### config.mk
export PLATFORM = sky130hd
export DESIGN_NAME = shift_unit_arbiter
export DESIGN_NICKNAME = d
export VERILOG_FILES = /design/src/rtl/shift_unit_arbiter_pkg.sv /design/src/rtl/shift_unit_arbiter_shifter.sv /design/src/rtl/shift_unit_arbiter.sv
export SDC_FILE = /design/constraint.sdc
export NUM_CORES = 1
export LEC_CHECK = 0
export ABC_AREA = 1
export CORE_MARGIN = 3
export CORE_UTILIZATION = 48
export DETAILED_ROUTE_END_ITERATION = 8
export GPL_TIMING_DRIVEN = 0
export PLACE_DENSITY = 0.83
export SLEW_MARGIN = 20
export SYNTH_ARGS = -nofsm -noshare
export SYNTH_HDL_FRONTEND = slang
export SYNTH_SLANG_ARGS = --single-unit
### constraint.sdc
create_clock -name clk -period 3.2 [get_ports clk]
set_input_delay 0.48 -clock clk [delete_from_list [all_inputs] [get_ports clk]]
set_output_delay 0.48 -clock clk [all_outputs]
set_load 0.005 [all_outputs]
### src/rtl/shift_unit_arbiter_pkg.sv
// Shared constants and encodings for the shift unit arbiter.
package shift_unit_arbiter_pkg;

  localparam int WIDTH   = 32;
  localparam int SHAMT_W = 5;

  // Shift operation encodings carried on reqX_op.
  typedef enum logic [1:0] {
    OP_SLL = 2'b00,
    OP_SRL = 2'b01,
    OP_SRA = 2'b10,
    OP_ILL = 2'b11
  } op_e;

  // One-entry response slot; rsp_valid is the FULL flag.
  typedef enum logic {
    SLOT_EMPTY = 1'b0,
    SLOT_FULL  = 1'b1
  } slot_e;

endpackage

### src/rtl/shift_unit_arbiter_shifter.sv
// Logarithmic barrel shifter. dir=0 shifts left with zero fill,
// dir=1 shifts right filling vacated bits with feedinbit.
module shift_unit_arbiter_shifter #(
  parameter int WIDTH   = 32,
  parameter int SHAMT_W = 5
) (
  input  logic [WIDTH-1:0]   in,
  input  logic [SHAMT_W-1:0] shamt,
  input  logic               dir,
  input  logic               feedinbit,
  output logic [WIDTH-1:0]   out
);

  logic [WIDTH-1:0] stg [SHAMT_W+1];

  assign stg[0] = in;

  // Stage i shifts by 2**i when shamt[i] is set.
  for (genvar i = 0; i < SHAMT_W; i++) begin : g_stage
    localparam int S = 1 << i;
    assign stg[i+1] = !shamt[i] ? stg[i] :
                      dir       ? {{S{feedinbit}}, stg[i][WIDTH-1:S]} :
                                  {stg[i][WIDTH-1-S:0], {S{1'b0}}};
  end

  assign out = stg[SHAMT_W];

endmodule

### src/rtl/shift_unit_arbiter.sv
// Two requesters share one barrel shifter through a round-robin arbiter;
// results come back through a one-entry registered response slot.
//
// Handshake: a request transfers on a rising edge where reqX_valid and
// reqX_ready are both high; a response transfers where rsp_valid and
// rsp_ready are both high. Requesters hold their payload stable while
// valid is high and ready is low; the response payload is held stable
// while rsp_valid is high and rsp_ready is low.
module shift_unit_arbiter #(
  parameter int WIDTH        = shift_unit_arbiter_pkg::WIDTH,
  parameter bit RR_RESET_PTR = 1'b0
) (
  input  logic             clk,
  input  logic             rst,
  input  logic             req0_valid,
  output logic             req0_ready,
  input  logic [WIDTH-1:0] req0_a,
  input  logic [31:0]      req0_b,
  input  logic [1:0]       req0_op,
  input  logic             req1_valid,
  output logic             req1_ready,
  input  logic [WIDTH-1:0] req1_a,
  input  logic [31:0]      req1_b,
  input  logic [1:0]       req1_op,
  output logic             rsp_valid,
  input  logic             rsp_ready,
  output logic [WIDTH-1:0] rsp_data,
  output logic             rsp_id,
  output logic             rsp_err
);

  import shift_unit_arbiter_pkg::*;

  localparam int SW = $clog2(WIDTH);

  slot_e            state, state_nx;
  logic             ptr;
  logic             can_accept;
  logic             grant0, grant1, grant;
  logic [WIDTH-1:0] sel_a;
  logic [31:0]      sel_b;
  op_e              sel_op;
  logic             sat;
  logic             dir, fill;
  logic [WIDTH-1:0] shifted;
  logic [WIDTH-1:0] result;

  assign can_accept = (state == SLOT_EMPTY) || rsp_ready;

  // Round-robin grant: a lone requester wins, a tie goes to the pointer.
  always_comb begin
    grant0 = 1'b0;
    grant1 = 1'b0;
    if (!rst && can_accept) begin
      if (req0_valid && (!req1_valid || ptr == 1'b0))
        grant0 = 1'b1;
      else if (req1_valid)
        grant1 = 1'b1;
    end
  end

  assign grant      = grant0 | grant1;
  assign req0_ready = grant0;
  assign req1_ready = grant1;

  assign sel_a  = grant1 ? req1_a : req0_a;
  assign sel_b  = grant1 ? req1_b : req0_b;
  assign sel_op = op_e'(grant1 ? req1_op : req0_op);

  // Any amount of WIDTH or more saturates instead of wrapping.
  assign sat  = |sel_b[31:SW];
  assign dir  = (sel_op != OP_SLL);
  assign fill = (sel_op == OP_SRA) && sel_a[WIDTH-1];

  shift_unit_arbiter_shifter #(
    .WIDTH   (WIDTH),
    .SHAMT_W (SW)
  ) u_shifter (
    .in        (sel_a),
    .shamt     (sel_b[SW-1:0]),
    .dir       (dir),
    .feedinbit (fill),
    .out       (shifted)
  );

  // Result select: illegal op yields zero, saturation yields all-fill.
  always_comb begin
    result = shifted;
    if (sel_op == OP_ILL)
      result = '0;
    else if (sat)
      result = {WIDTH{fill}};
  end

  // Slot next state: a grant always fills, a drain without grant empties.
  always_comb begin
    state_nx = state;
    if (grant)
      state_nx = SLOT_FULL;
    else if (state == SLOT_FULL && rsp_ready)
      state_nx = SLOT_EMPTY;
  end

  // Slot state, response payload and priority pointer registers.
  always_ff @(posedge clk) begin
    if (rst) begin
      state    <= SLOT_EMPTY;
      rsp_data <= '0;
      rsp_id   <= 1'b0;
      rsp_err  <= 1'b0;
      ptr      <= RR_RESET_PTR;
    end else begin
      state <= state_nx;
      if (grant) begin
        rsp_data <= result;
        rsp_id   <= grant1;
        rsp_err  <= (sel_op == OP_ILL);
        ptr      <= grant0;
      end
    end
  end

  assign rsp_valid = (state == SLOT_FULL);

endmodule

; Word-level counts from Yosys, hierarchy flattened
; Cells that the tools add are included.
; Widths: inputs -> output; s select.
[word_totals]
input_bits = 137
reg_bits = 36
[op_classes]
n_bitwise = 3
reduce_logical = 11
muxes = 22
n_eq_ne = 2
[ops]
columns = op, n
row1 = $mux 32, 14
row2 = $reduce_or 27->1, 1
row3 = $mux 1, 7
row4 = $eq 2x2->1 const B, 2
row5 = $logic_and 1x1->1, 4
row6 = $reduce_bool 2->1, 2
row7 = $logic_not 1->1, 2
row8 = $logic_or 1x1->1, 2
row9 = $mux 2, 1
row10 = $not 1->1, 2
row11 = $or 1x1->1, 1

; Logic depth before layout (Yosys ltp)
; Gate-level depths: netlist (run 1).
[depth]
word_depth = 20
ltp_mapped = 21
depth_no_buf = 19

; By module
; Synthesis (run 1) repeated with hierarchy kept, for this count alone.
[unflattened]
cells_unflattened = 1094
area_unflattened_um2 = 5798.1
[modules_own_cells]
columns = module, cells_per_inst, area_per_inst_um2, n_inst
row1 = shift_unit_arbiter_shifter, 668, 3293.2, 1
row2 = shift_unit_arbiter, 426, 2504.9, 1

; Least setup slack after synthesis (run 1)
; Ideal clock, no wire load.
[synth_path]
path_type = input port to flip-flop
startpoint = in rst
endpoint = reg rsp_data[28]
slack_ns = 0.726
t_required_ns = 3.079
arrival_time_ns = 2.352
cell_stages = 19
cell_sequence = buf_2 > a21oi_4 > nand2_2 > buf_6 > nand2_1 > a21boi_4 > nor2_2 > buf_2 > nand3_1 > nand3_1 > nand2_1 > nand3_1 > nand2_1 > nand2_1 > nand2_1 > nand2_1 > nand3_1 > nand2_1 > a21oi_1
[synth_via]
elab_chain_cells = 17
word_cells_on_any_way = 25
classes_between = 2 x eq/ne / 17 x mux / 1 x bitwise / 5 x reduce/logical
[synth_lines]
columns = element, line
row1 = "start, declared", shift_unit_arbiter.sv:14  ; input logic rst,
row2 = $logic_not 1->1, shift_unit_arbiter.sv:54  ; if (!rst && can_accept) begin
row3 = $logic_and 1x1->1, shift_unit_arbiter.sv:54
row4 = $mux 1, shift_unit_arbiter.sv:54
row5 = $mux 2, shift_unit_arbiter.sv:68  ; assign sel_op = op_e'(grant1 ? req1_op : req0_op);
row6 = $reduce_bool 2->1, shift_unit_arbiter.sv:72  ; assign dir = (sel_op != OP_SLL);
row7 = $mux 32, shift_unit_arbiter_shifter.sv:22  ; dir ? {{S{feedinbit}}, stg[i][WIDTH-1:S]} :
row8 = $mux 32, shift_unit_arbiter_shifter.sv:21  ; assign stg[i+1] = !shamt[i] ? stg[i] :
row9 = $mux 32, shift_unit_arbiter_shifter.sv:22
row10 = $mux 32, shift_unit_arbiter_shifter.sv:21
row11 = $mux 32, shift_unit_arbiter_shifter.sv:22
row12 = $mux 32, shift_unit_arbiter_shifter.sv:21
row13 = $mux 32, shift_unit_arbiter_shifter.sv:22
row14 = $mux 32, shift_unit_arbiter_shifter.sv:21
row15 = $mux 32, shift_unit_arbiter_shifter.sv:22
row16 = $mux 32, shift_unit_arbiter_shifter.sv:21
row17 = $mux 32, shift_unit_arbiter.sv:91  ; else if (sat)
row18 = $mux 32, shift_unit_arbiter.sv:89  ; if (sel_op == OP_ILL)
row19 = "end signal, assigned", shift_unit_arbiter.sv:115  ; rsp_data <= result;
row20 = "end, declared", shift_unit_arbiter.sv:27  ; output logic [WIDTH-1:0] rsp_data,
; Several ways; a longest one is shown, not always the timed one.
; A chain may end at the register's enable or synchronous reset.

; Worst setup path in the final report (run 1)
[layout_path]
startpoint = in req0_valid
endpoint = reg rsp_data[11]
[layout_via]
elab_chain_cells = 17
word_cells_on_any_way = 26
classes_between = 2 x eq/ne / 19 x mux / 1 x bitwise / 4 x reduce/logical
[layout_lines]
columns = element, line
row1 = "start, declared", shift_unit_arbiter.sv:15  ; input logic req0_valid,
row2 = $logic_and 1x1->1 *, shift_unit_arbiter.sv:55  ; if (req0_valid && (!req1_valid || ptr == 1'b0))
row3 = $mux 1, shift_unit_arbiter.sv:55
row4 = $mux 1, shift_unit_arbiter.sv:54
row5 = $mux 2, shift_unit_arbiter.sv:68
row6 = $reduce_bool 2->1, shift_unit_arbiter.sv:72
row7 = $mux 32, shift_unit_arbiter_shifter.sv:22
row8 = $mux 32, shift_unit_arbiter_shifter.sv:21
row9 = $mux 32, shift_unit_arbiter_shifter.sv:22
row10 = $mux 32, shift_unit_arbiter_shifter.sv:21
row11 = $mux 32, shift_unit_arbiter_shifter.sv:22
row12 = $mux 32, shift_unit_arbiter_shifter.sv:21
row13 = $mux 32, shift_unit_arbiter_shifter.sv:22
row14 = $mux 32, shift_unit_arbiter_shifter.sv:21
row15 = $mux 32, shift_unit_arbiter_shifter.sv:22
row16 = $mux 32, shift_unit_arbiter_shifter.sv:21
row17 = $mux 32, shift_unit_arbiter.sv:91
row18 = $mux 32, shift_unit_arbiter.sv:89
; Mark *: on every way between the ends. The rest lies on a longest branch, timed or not.

==> results of run 1 <==
how the worst max path moves through the flow:
stage	start	end	slack, ns	depth (start not counted)
4_1_cts	rsp_ready	rsp_data[21]	-0.04	17
6_report	req0_valid	rsp_data[11]	-0.10	17
3_3_place_gp	rsp_ready	rsp_data[19]	-0.42	17
2_1_floorplan	rst	rsp_data[28]	0.73	19
5_1_grt	req1_valid	rsp_data[8]	-0.15	18
3_5_place_dp	rsp_ready	rsp_data[19]	-0.43	17
worst reg2reg max path, delay by kind of cell (launching register included):
family,cells,cell delay [ns]
AND/OR/NAND/NOR,9,1.13
AO/OA/AOI/OAI,4,0.86
buffers and inverters,4,0.58
flip-flops,1,0.34
cell usage after synthesis:
cell and count:
a21oi_1 51, nand4_1 29, clkinv_1 3, nor3_1 4, nor2_1 22, a21oi_2 1
buf_6 3, nand3b_1 29, inv_1 51, a21boi_1 1, nand2_1 401, buf_1 4
buf_2 34, inv_2 4, nand3_1 270, o21ai_4 1, o21ai_1 21, a21oi_4 1
clkbuf_1 23, or2_2 2, dfxtp_1 36, a21boi_4 1, nor4_1 12, nand2_2 5
o21a_1 1, o21ai_2 3, buf_4 3, o21ai_0 5, or3_1 1, nor2_2 2
repair_timing:
| item | CTS | global route |
|---|---|---|
| resized for setup | 13 | 240 |
| pin swaps | 0 | 27 |
| setup buffers | 1 | 18 |
| gates cloned | 0 | 5 |
| setup endpoints to repair | 25 | 32 |
cell type report:
class	instances	area, µm²	area share (%)
multi-input cells	864	4690	56.1
repair buffers	195	1980	23.7
flip-flops and latches	36	721	8.62
plain buffers	66	463	5.54
inverters	58	228	2.72
well taps	136	170	2.04
clock buffers	5	68.8	0.823
clock inverters	3	42.5	0.509
state kept, by name (all words and copies together) (netlist names):
| signal | cells |
|---|---|
| ptr | 1 |
| rsp_err | 1 |
| rsp_valid | 1 |
| rsp_data | 32 |
| rsp_id | 1 |
per-stage QoR:
stage                     util (%)  hold slack, ns
after global routing          79.9           0.486
final                         79.9           0.467
after CTS                     69.9           0.469
after global placement        68.2           0.453
after detailed placement      68.2           0.457
after floorplan                  -           0.461
layer usage:
layer	routed length, µm	vias up
met5	0	-
met4	1830	0
met3	3680	237
met2	11600	799
met1	10000	3860
li1	-	3859
power by group through the flow:
stage          Combinational, mW  Clock, mW  Sequential (mW)
2_1_floorplan              0.763          0            0.480
5_1_grt                     1.66      0.433            0.471
4_1_cts                     1.23      0.408            0.470
3_5_place_dp                1.22          0            0.480
6_report                    1.57      0.417            0.469
3_3_place_gp                1.20          0            0.479
kinds of logic (layout without fill, tap and decap cells):
logic type | after synthesis | in the layout
AO/OA/AOI/OAI | 86 | 86
buffers and inverters | 125 | 327
flip-flops | 36 | 36
AND/OR/NAND/NOR | 777 | 778
==> reports/results.ini, run 1 <==
[routing]
vias=8755
drtIter0Drc=1627
postRouteAntennaNets=0
routed_wirelength_um=27100
wl_per_cell_um=19.9
first_pass_iters=9
drcViolationCount=14
via_per_inst=6.42

[synthesis]
yosys.area.top_type_share_pct=28.7
synthCells=1024
synth_area_leaders=nand2_1, nand3_1, dfxtp_1, a21oi_1, nand3b_1
synth_xor_area_share_pct=0
yosysUniqueCellTypes=30
synth_nets=1161
ys_warn_count=0
syn_area_mm2=0.00525
syn_area_per_cell_um2=5.13
synth_fa_ha_area_share_pct=0
synth_top_family_by_area=simple AND/OR/NAND/NOR gates
synth_compound_area_share_pct=9.27
muxShareOfSynthArea_pct=0
yosysSeqAreaShare_pct=13.7
synth.ff_latch_count=36
synth_area_leader_cell=nand2_1
yosys.area_share.simple_pct=66.6

[cts]
path_clk_slew_ns=0.08
cts_sinks=36
cts_tree=done
cts_max_path_buffers=2
clkLatencyLatePin_ns=0.30
cts_hold_buf=0
clockRootBuffer=clkbuf_8
h-tree-depth=2
cts_inserted_buffers=5

[timing]
hold_viol_final=0
period_minus_slack_ns=3.30
worst_slack_ns=-0.105
report.final.setup_viol=15
tns_ns=-0.667
max_slew_margin_pct=58.3
post-route-period-util_pct=103
tightest_slew_ns=0.623
fin_skew_ns=0.00485
slew_viol_final=0
clock.fmax_mhz=303

[power_and_ir_drop]
power_frac_comb_pct=64.0
clockPowerShare_pct=16.9
leakage_nw=3.77
switching_share_pct=47.6
p_total_mw=2.46
power.density_mw_per_mm2=294
switching_power_mw=1.17
internal_power_mw=1.29
seq_power_share_pct=19.1
max-vdd-ir-drop_mv=0.196

[hold_path]
min-delay-start=rsp_data[17]
worstHoldEndpoint=rsp_data[17]
whs_path_depth=2
min_path_type=register to register

[placement]
dp_cells=1332
routabilityCongestion=1.04
placed_cell_area_mm2=0.00714
io_buffers=172
dp_hpwl_um=18900
pre_cts_ws_ns=-0.427

[worst_setup_path]
startpoint_type=input port
arrival_ns=3.50
critical_path.slowest_cell=clkdlybuf4s50_1
worstPathMaxFanout=8
r2r-start=ptr
max_stage_delay_ns=0.47
crit_type=input port to register
reg2regPathDepth=17
r2r_end=rsp_data[11]
required_ns=3.39
path_cells=clkdlybuf4s50_1 -> a21oi_4 -> nand2_4 -> buf_8 -> o21ai_4 -> inv_4 -> buf_12 -> nand3_1 -> nand3_1 -> nand3_4 -> nand2_2 -> nand4_1 -> nand2_1 -> nand2_1 -> nand2_1 -> o21ai_1 -> a21oi_1
end_kind=register
crit_buf_inv=4
crit_top_cell=nand2_1
critical_path.top_delay_family=simple AND/OR/NAND/NOR gates
rrSetupSlack_ns=0.18

[final_layout]
stdcell_area_mm2=0.00836
num-fill-cells=738
drive_gt1_share_pct=20.5
antennaDiodeCount=0
nets=1363
final_cell_mix=nand2_1, nand3_1, clkdlybuf4s50_1, nand3_2, inv_1
syn_to_final_growth_pct=59.2
layout.cells.most_common=nand2_1
instances_no_fill=1363

[run_status]
outcome=finished with violations
violations=design-rule violations, negative setup slack

[grt]
grt_antenna_before_repair=0
busiest_layer=met2
met1_usage_pct=48.7
grt_use_met3_pct=7.18
track_usage_pct=36.0
grt_max_degree=13
use_met2_pct=56.6
grt_pass1_vias=7467
gr-total-overflow=0
grt_pass1_wl_um=36700

[die]
row_count=37
start_util_pct=50.2
die_x_um=111
core_area_mm2=0.0105
die_h_um=111
die_area_mm2=0.0122
pin_count=174

[job]
maxCapViolations=0

(Power assumes the default switching activity.)
==> run 2, diff against run 1 <==
--- a/config.mk
+++ b/config.mk
@@ -7,10 +7,10 @@
 export LEC_CHECK = 0
 export ABC_AREA = 1
 export CORE_MARGIN = 3
-export CORE_UTILIZATION = 48
+export CORE_UTILIZATION = 50
 export DETAILED_ROUTE_END_ITERATION = 8
 export GPL_TIMING_DRIVEN = 0
-export PLACE_DENSITY = 0.83
+export PLACE_DENSITY = 0.86
 export SLEW_MARGIN = 20
 export SYNTH_ARGS = -nofsm -noshare
 export SYNTH_HDL_FRONTEND = slang
==> constraint.sdc (replaced) <==
create_clock -name clk -period 4 [get_ports clk]
set_input_delay 0.6 -clock clk [delete_from_list [all_inputs] [get_ports clk]]
set_output_delay 0.6 -clock clk [all_outputs]
set_load 0.005 [all_outputs]
==> reports/results.ini, run 2 (same netlist as run 1, synthesis figures left out) <==
[routing]
routed_wirelength_um=21400  ; -21%
postRouteAntennaNets=0  ; unchanged
wl_per_cell_um=16.0  ; -19%
drcViolationCount=0  ; -14
drtIter0Drc=1170  ; -28%
via_per_inst=5.94  ; -7.5%
first_pass_iters=5  ; -4
vias=7945  ; -9.3%

[cts]
postCtsSetupBuffers=0  ; -1
cts_sinks=36  ; unchanged
cts_hold_buf=0  ; unchanged
clockRootBuffer=clkbuf_8
cts_tree=done
postCtsResizedCells=0  ; -13
cts_max_path_buffers=2  ; unchanged
clkLatencyLatePin_ns=0.29  ; about the same
h-tree-depth=2  ; unchanged
cts_inserted_buffers=5  ; unchanged
path_clk_slew_ns=0.07  ; about the same

[placement]
io_buffers=172  ; unchanged
routabilityCongestion=1.04  ; about the same
dp_hpwl_um=17900  ; -4.9%

[final_layout]
drive_gt1_share_pct=5.65  ; -15 points
num-fill-cells=922  ; +25%
top_register=rsp_data
syn_to_final_growth_pct=38.1
layout.cells.most_common=nand2_1
largest_reg_flops=32  ; unchanged
final_cell_mix=nand2_1, nand3_1, clkdlybuf4s50_1, inv_1, a21oi_1
antennaDiodeCount=0  ; unchanged
nets=1340  ; -1.7%

[die]
die_x_um=108  ; -1.9%
die_area_mm2=0.0118  ; -3.8%
row_count=36  ; -2.7%
start_util_pct=52.5  ; +2.3 points
core_area_mm2=0.0100  ; -4.4%
pin_count=174  ; unchanged
die_h_um=108  ; -1.9%

[worst_setup_path]
startpoint=rsp_ready
end_kind=register
startpoint_type=input port
worstPathMaxFanout=10  ; +2
endpoint=rsp_data[19]
reg2regPathDepth=16  ; -1
crit_type=input port to register
required_ns=4.17  ; +0.78 ns
r2r-start=ptr
r2r_end=rsp_data[19]
arrival_ns=3.82  ; +0.32 ns
rrSetupSlack_ns=0.74  ; +0.56 ns

[job]
maxCapViolations=0  ; unchanged

[grt]
gr-total-overflow=0  ; unchanged
grt_antenna_before_repair=0  ; unchanged
grt_pass1_wl_um=34400  ; -6.4%
grt_max_degree=13  ; unchanged
grt_pass1_vias=7165  ; -4.0%
track_usage_pct=36.4  ; +0.37 points

[timing]
report.final.setup_viol=0  ; -15
fin_skew_ns=0.00314  ; -0.00172 ns
slew_viol_final=0  ; unchanged
tightest_slew_ns=0.626  ; +0.00323 ns
post-route-period-util_pct=91.2
hold_viol_final=0  ; unchanged
tns_ns=0  ; +0.667 ns
max_slew_margin_pct=58.1  ; -0.22 points
clock.fmax_mhz=274
rsz0062_at_grt=no
period_minus_slack_ns=3.65

[power_and_ir_drop]
switching_power_mw=0.771  ; -34%
clockPowerShare_pct=18.9  ; +2.0 points
power_frac_comb_pct=59.0  ; -5.0 points
internal_power_mw=0.930  ; -28%
p_total_mw=1.70  ; -31%
leakage_nw=3.24  ; -14%
seq_power_share_pct=22.0  ; +2.9 points
switching_share_pct=45.3  ; -2.3 points
power.density_mw_per_mm2=235  ; -20%
max-vdd-ir-drop_mv=0.148  ; -25%

[hold_path]
min_path_type=register to register

[run_status]
outcome=completed

[run 2: cell types whose count changed in the layout (fill, tap and decap cells not counted), sizes merged, moves of 2 or more]
cell,previous run,this run
clkinvlp,3,1
buf,59,44
clkinv,1,4
clkbuf,35,28
[run 2: final cells by class]
type                    instances  area [µm²]  share of cell area (%)
inverters                      58         218                    3.00
repair buffers                172        1720                    23.8
clock inverters                 3        42.5                   0.587
well taps                     133         166                    2.30
flip-flops and latches         36         721                    9.94
multi-input cells             863        3980                    54.9
clock buffers                   5        68.8                   0.949
plain buffers                  67         328                    4.52
[run 2: power by group through the flow]
stage	Clock, mW	Sequential (mW)	Combinational, mW
2_1_floorplan	0	0.384	0.610
3_3_place_gp	0	0.383	0.957
3_5_place_dp	0	0.383	0.963
4_1_cts	0.323	0.375	0.966
5_1_grt	0.337	0.376	1.10
6_report	0.322	0.375	1.00
[run 2: per-layer routing]
layer / GRT usage (%) / wire length, µm
met4: 14.1 / 929
met5: 0 / 0
met1: 49.7 / 8620
met2: 54.2 / 9080
met3: 10.0 / 2790
[run 2: how the worst min path moves through the flow]
stage / from / depth (start not counted) / to
floorplan: ptr / 2 / ptr
global placement: rsp_data[23] / 2 / rsp_data[23]
detailed placement: rsp_data[2] / 2 / rsp_data[2]
CTS: rsp_data[2] / 2 / rsp_data[2]
global route: rsp_data[11] / 2 / rsp_data[11]
finish: rsp_data[0] / 2 / rsp_data[0]
[run 2: critical path, stage by stage]
cell	delay, ns
clkdlybuf4s50_1	0.45
inv_1	0.07
a21oi_4	0.27
nand2_2	0.14
clkinv_1	0.19
a21boi_4	0.14
nor2_2	0.44
buf_2	0.35
nand3_1	0.26
nand4_1	0.18
o21ai_0	0.10
nand2_1	0.10
nand2_1	0.06
a21oi_1	0.14
o21ai_1	0.15
nand2_1	0.11
a21oi_1	0.06
[run 2: through the flow]
stage	worst slack (ns)	area [µm²]	util, %	hold WS [ns]	std cells
after floorplan	1.41	5250	-	0.461	1024
after global placement	0.267	7140	71.4	0.453	1329
after detailed placement	0.238	7140	71.4	0.457	1329
after CTS	0.544	7250	72.5	0.468	1337
after global routing	0.211	7250	72.5	0.488	1337
final	0.352	7250	72.5	0.465	1337
